<file path="src/rtl/morse_letter_decoder.sv">
// Morse key front end: times presses and gaps on iTick, classifies dots and dashes,
// and looks the accumulated pattern up as a letter index 0..25 (A..Z).
module morse_letter_decoder #(
   parameter int CNT_W            = 12,
   parameter int MIN_PRESS_TICKS  = 10,
   parameter int DASH_TICKS       = 200,
   parameter int LETTER_GAP_TICKS = 400
) (
   input  logic       iClk,
   input  logic       iRst_n,
   input  logic       iTick,
   input  logic       iKey,
   output logic [4:0] oLetter,
   output logic       oValid,
   output logic       oError,
   output logic [2:0] oSymCnt,
   output logic       oBusy
);

   localparam logic [1:0] ST_IDLE  = 2'd0;
   localparam logic [1:0] ST_PRESS = 2'd1;
   localparam logic [1:0] ST_GAP   = 2'd2;
   localparam logic [1:0] ST_EMIT  = 2'd3;

   localparam logic [CNT_W-1:0] min_press = CNT_W'(MIN_PRESS_TICKS);
   localparam logic [CNT_W-1:0] dash_min  = CNT_W'(DASH_TICKS);
   localparam logic [CNT_W-1:0] gap_end   = CNT_W'(LETTER_GAP_TICKS);

   logic [1:0]       state;
   logic [CNT_W-1:0] cnt;
   logic [CNT_W-1:0] cnt_inc;
   logic [3:0]       pat;
   logic [2:0]       len;
   logic             ovf;
   logic             key_m;
   logic             key_s;
   logic             hit;
   logic [4:0]       idx;

   always_ff @(posedge iClk or negedge iRst_n) begin
      if (!iRst_n) begin
         key_m <= 1'b0;
         key_s <= 1'b0;
      end else begin
         key_m <= iKey;
         key_s <= key_m;
      end
   end

   assign cnt_inc = (cnt == '1) ? cnt : cnt + 1'b1;

   // Symbols enter at the LSB, so the first symbol sits at bit len-1.
   always_comb begin
      hit = 1'b1;
      idx = '0;
      case ({len, pat})
         {3'd2, 4'b0001}: idx = 5'd0;
         {3'd4, 4'b1000}: idx = 5'd1;
         {3'd4, 4'b1010}: idx = 5'd2;
         {3'd3, 4'b0100}: idx = 5'd3;
         {3'd1, 4'b0000}: idx = 5'd4;
         {3'd4, 4'b0010}: idx = 5'd5;
         {3'd3, 4'b0110}: idx = 5'd6;
         {3'd4, 4'b0000}: idx = 5'd7;
         {3'd2, 4'b0000}: idx = 5'd8;
         {3'd4, 4'b0111}: idx = 5'd9;
         {3'd3, 4'b0101}: idx = 5'd10;
         {3'd4, 4'b0100}: idx = 5'd11;
         {3'd2, 4'b0011}: idx = 5'd12;
         {3'd2, 4'b0010}: idx = 5'd13;
         {3'd3, 4'b0111}: idx = 5'd14;
         {3'd4, 4'b0110}: idx = 5'd15;
         {3'd4, 4'b1101}: idx = 5'd16;
         {3'd3, 4'b0010}: idx = 5'd17;
         {3'd3, 4'b0000}: idx = 5'd18;
         {3'd1, 4'b0001}: idx = 5'd19;
         {3'd3, 4'b0001}: idx = 5'd20;
         {3'd4, 4'b0001}: idx = 5'd21;
         {3'd3, 4'b0011}: idx = 5'd22;
         {3'd4, 4'b1001}: idx = 5'd23;
         {3'd4, 4'b1011}: idx = 5'd24;
         {3'd4, 4'b1100}: idx = 5'd25;
         default:         hit = 1'b0;
      endcase
   end

   always_ff @(posedge iClk or negedge iRst_n) begin
      if (!iRst_n) begin
         state   <= ST_IDLE;
         cnt     <= '0;
         pat     <= '0;
         len     <= '0;
         ovf     <= 1'b0;
         oLetter <= 5'd31;
         oValid  <= 1'b0;
         oError  <= 1'b0;
      end else begin
         oValid <= 1'b0;
         oError <= 1'b0;
         case (state)
            ST_IDLE: begin
               if (key_s) begin
                  state <= ST_PRESS;
                  cnt   <= '0;
               end
            end
            ST_PRESS: begin
               if (!key_s) begin
                  cnt <= '0;
                  if (cnt < min_press) begin
                     state <= (len != 3'd0) ? ST_GAP : ST_IDLE;
                  end else begin
                     state <= ST_GAP;
                     if (len != 3'd4) begin
                        pat <= {pat[2:0], (cnt >= dash_min)};
                        len <= len + 3'd1;
                     end else begin
                        ovf <= 1'b1;
                     end
                  end
               end else if (iTick) begin
                  cnt <= cnt_inc;
               end
            end
            ST_GAP: begin
               if (cnt >= gap_end) begin
                  state <= ST_EMIT;
               end else if (key_s) begin
                  state <= ST_PRESS;
                  cnt   <= '0;
               end else if (iTick) begin
                  cnt <= cnt_inc;
               end
            end
            default: begin
               if (hit && !ovf) begin
                  oLetter <= idx;
                  oValid  <= 1'b1;
               end else begin
                  oError <= 1'b1;
               end
               len   <= '0;
               pat   <= '0;
               ovf   <= 1'b0;
               cnt   <= '0;
               state <= ST_IDLE;
            end
         endcase
      end
   end

   assign oSymCnt = len;
   assign oBusy   = (state != ST_IDLE);

endmodule

</file>
<file path="config.mk">
export PLATFORM = sky130hd
export DESIGN_NAME = morse_letter_decoder
export DESIGN_NICKNAME = d
export VERILOG_FILES = /design/src/rtl/morse_letter_decoder.sv
export SDC_FILE = /design/constraint.sdc
export NUM_CORES = 1
export LEC_CHECK = 0
export ABC_CLOCK_PERIOD_IN_PS = 2270
export CAP_MARGIN = 20
export CORE_UTILIZATION = 45
export DETAILED_ROUTE_END_ITERATION = 8
export GPL_ROUTABILITY_DRIVEN = 0
export PLACE_DENSITY = 0.71
export SETUP_SLACK_MARGIN = 0.3
export SKIP_CTS_REPAIR_TIMING = 1
export SLEW_MARGIN = 25
export SYNTH_ARGS = -nofsm -noshare
export SYNTH_HDL_FRONTEND = slang
export SYNTH_SLANG_ARGS = --single-unit
</file>
<file path="constraint.sdc">
create_clock -name iClk -period 2.27 [get_ports iClk]
set_input_delay 0.3405 -clock iClk [delete_from_list [all_inputs] [get_ports iClk]]
set_output_delay 0.3405 -clock iClk [all_outputs]
set_load 0.1 [all_outputs]
</file>
==> flow_summary.toml <==
[setup_path]
required_ps = 2480
cp_top_family = "compound AO/OA/AOI/OAI gates"
worst-path-buf-inv = 0
crit_type = "flip-flop to flip-flop"
critical_path_cell_count = 8
crit_path_top_delay_cell = "dfrtp_4"
worstPathArrival_ps = 2370
cp-start-kind = "flip-flop"
critPathMaxStageDelay_ps = 520
crit_chain = "ha_4, ha_4, nand2_4, and3_4, o2bb2ai_2, a2111oi_4, a21oi_4, mux2_1"
endpoint_kind = "flip-flop"
crit_top_cell = "ha_4"
rr_worst_depth = 8
path_max_fanout = 5

[logic_synthesis]
yosysMostFrequentCell = "dfrtp_1"
synth-warning-count = 0
synth_cell_types = 52
netlist_instances = 233
async_reset_ff_share_pct = 100.0
synth_top_area_share_pct = 31.44
ys.flop_type = "dfrtp_1"
syn_area_um2 = 2069
synth_edf_count = 0
ys_top_cells_by_area = "dfrtp_1 (31%), ha_1 (6.7%), dfstp_2 (6.3%)"
synth_top_area_cell = "dfrtp_1"
ys_seq_elements = 31
yosysSeqAreaShare_pct = 37.79
avgSynthCellArea_um2 = 8.882
netlist_top_cells_count = "dfrtp_1 (26), nand2_1 (22), a21oi_1 (19)"
syn_nets = 248

[cells_and_area]
fillers = 382
fin_area_um2 = 2623
antennaDiodeCount = 0
area_growth_syn_to_layout_pct = 26.72
drive_gt1_share_pct = 30.08
nets = 280
final_cells = 318
postLayoutCoreUtil_pct = 59.82

[clock_network]
cts_sinks = 31
clock_latency_ps = 280
tritoncts.num_buffers = 5
root_buffer = "clkbuf_8"
cts_tree = "yes"
cts_htree_levels = 2
clk_pin_slew_worst_paths_ps = 70
clockBufferDepth = 2

[job]
cap_violations = 0

[run_status]
status = "finished clean"

[place]
port_buffers = 14
dp_cells = 301
dp_hpwl_um = 3433
place_area_um2 = 2359
place_ws_ps = 102.0

[pwr]
p_leak_nw = 1.076
peakVddDrop_uv = 595.1
p_per_area_nw_per_um2 = 596.9
power_mw = 1.565

[timing]
worst_pin_slew_ps = 550.4
fin_skew_ps = 7.534
final_hold_viol_count = 0
holdWs_ps = 351.6
setup_tns_ps = 0
setup_ws_ps = 103.2
slew_headroom_pct = 63.31
setup_viol = 0
fin_crit_ps = 2167
fmaxAchievable_mhz = 461.5
maxSlewViolCount = 0
finalCritPeriodShare_pct = 95.45
rsz0062_at_grt = "true"

[drt]
routed_wl_um = 4765
vias = 1857
first_pass_iters = 4
drc = 0
drt_iter0_markers = 174
post_drt_wl_per_cell_um = 14.98
antenna_left = 0
via_per_inst = 5.840

[worst_hold_path]
hold_class = "flip-flop to flip-flop"
holdPathStages = 0

[grt]
grt_max_degree = 32
grt-ovfl-total = 0
antenna_found_initial = 0
grt_pass1_vias = 1680
grt_use_total_pct = 20.53
grt_pass1_wl_um = 7955

[die]
die_area_um2 = 4874
core_um2 = 4384
dieWidth_um = 69.82
rows = 24
fp.dieH_um = 69.82
initial_core_util_pct = 47.20
io_pins = 15
layer usage:
metal / global-route usage, % / up-vias / routed length (µm)
li1: - / 918 / -
met1: 27.01 / 883 / 2108
met2: 33.65 / 50 / 2401
met3: 4.651 / 6 / 200
met4: 6.222 / 0 / 55
met5: 0 / - / 0
power breakdown:
part | switching (mW) | internal (mW)
registers | 0.0202 | 0.572
clock network | 0.201 | 0.328
logic | 0.272 | 0.171
total | 0.493 | 1.07
final timing paths:
| check | start | endpoint | slack [ps] |
|---|---|---|---|
| worst max-delay path | oSymCnt[0] | oLetter[2] | 100 |
| worst min-delay path | key_m | key_s | 350 |
| worst max register to register | oSymCnt[0] | oLetter[2] | 100 |
| worst min register to register | key_m | key_s | 350 |
| max in group asynchronous | iRst_n | oLetter[0] | 1480 |
| min in group asynchronous | iRst_n | cnt[7] | 460 |
worst reg2reg max path, delay by kind of cell (launching register included):
kind            cells  cell delay (ps)
compound gates      3              620
flops               1              520
fa+ha+maj           2              360
mux                 1              330
simple gates        2              270
placed cells by master (no fill, tap or decap), types with 2 or more instances in the layout:
cell / n
a31o_2: 2
o21ai_1: 2
ha_4: 3
nor2_1: 17
and3_1: 5
a22o_1: 4
dfrtp_4: 3
a21oi_1: 19
xor2_1: 4
dfstp_2: 5
o21ai_2: 2
o211ai_1: 2
dfrtp_1: 22
nand3_1: 4
clkdlybuf4s50_1: 3
nand2_1: 21
buf_4: 29
a31oi_1: 6
o21ai_0: 14
inv_1: 11
clkbuf_8: 5
o22ai_1: 2
nand4_1: 3
ha_1: 7
o22a_2: 2
mux2_1: 3
clkbuf_1: 2
and2_1: 3
nor2_2: 2
nor3_1: 7
nor4_2: 2
nand2b_1: 3
nor2b_1: 5
nor3_2: 2
nor4_1: 4
o31ai_1: 2
cells by family (layout without fill, tap and decap cells):
logic type,after synthesis,count (layout),share of synthesized area [%]
AOI/OAI and AO/OA,74,74,25.82
adders and majority gates,11,11,6.650
DFF,31,31,37.79
buffers and inverters,21,54,4.111
and+or+nand+nor,86,86,20.92
muxes,4,4,2.176
xor gates and xnor gates,6,6,2.539
registers in the layout, indices dropped and copies added (netlist names):
register	flops
key_s	1
oSymCnt	3
oLetter	5
state	2
oValid	1
oError	1
cnt	12
ovf	1
key_m	1
pat	4
area by class of cell:
type / instances / area (µm²) / share of cell area [%]
inverters: 13 / 51.30 / 1.956
repair buffers: 33 / 267.8 / 10.21
clock buffers: 7 / 76.32 / 2.910
clock inverters: 1 / 30.03 / 1.145
flip-flops and latches: 31 / 794.5 / 30.30
multi-input cells: 181 / 1338 / 51.00
well taps: 52 / 65.06 / 2.481
Note: power is estimated with default switching activity, not from simulation.
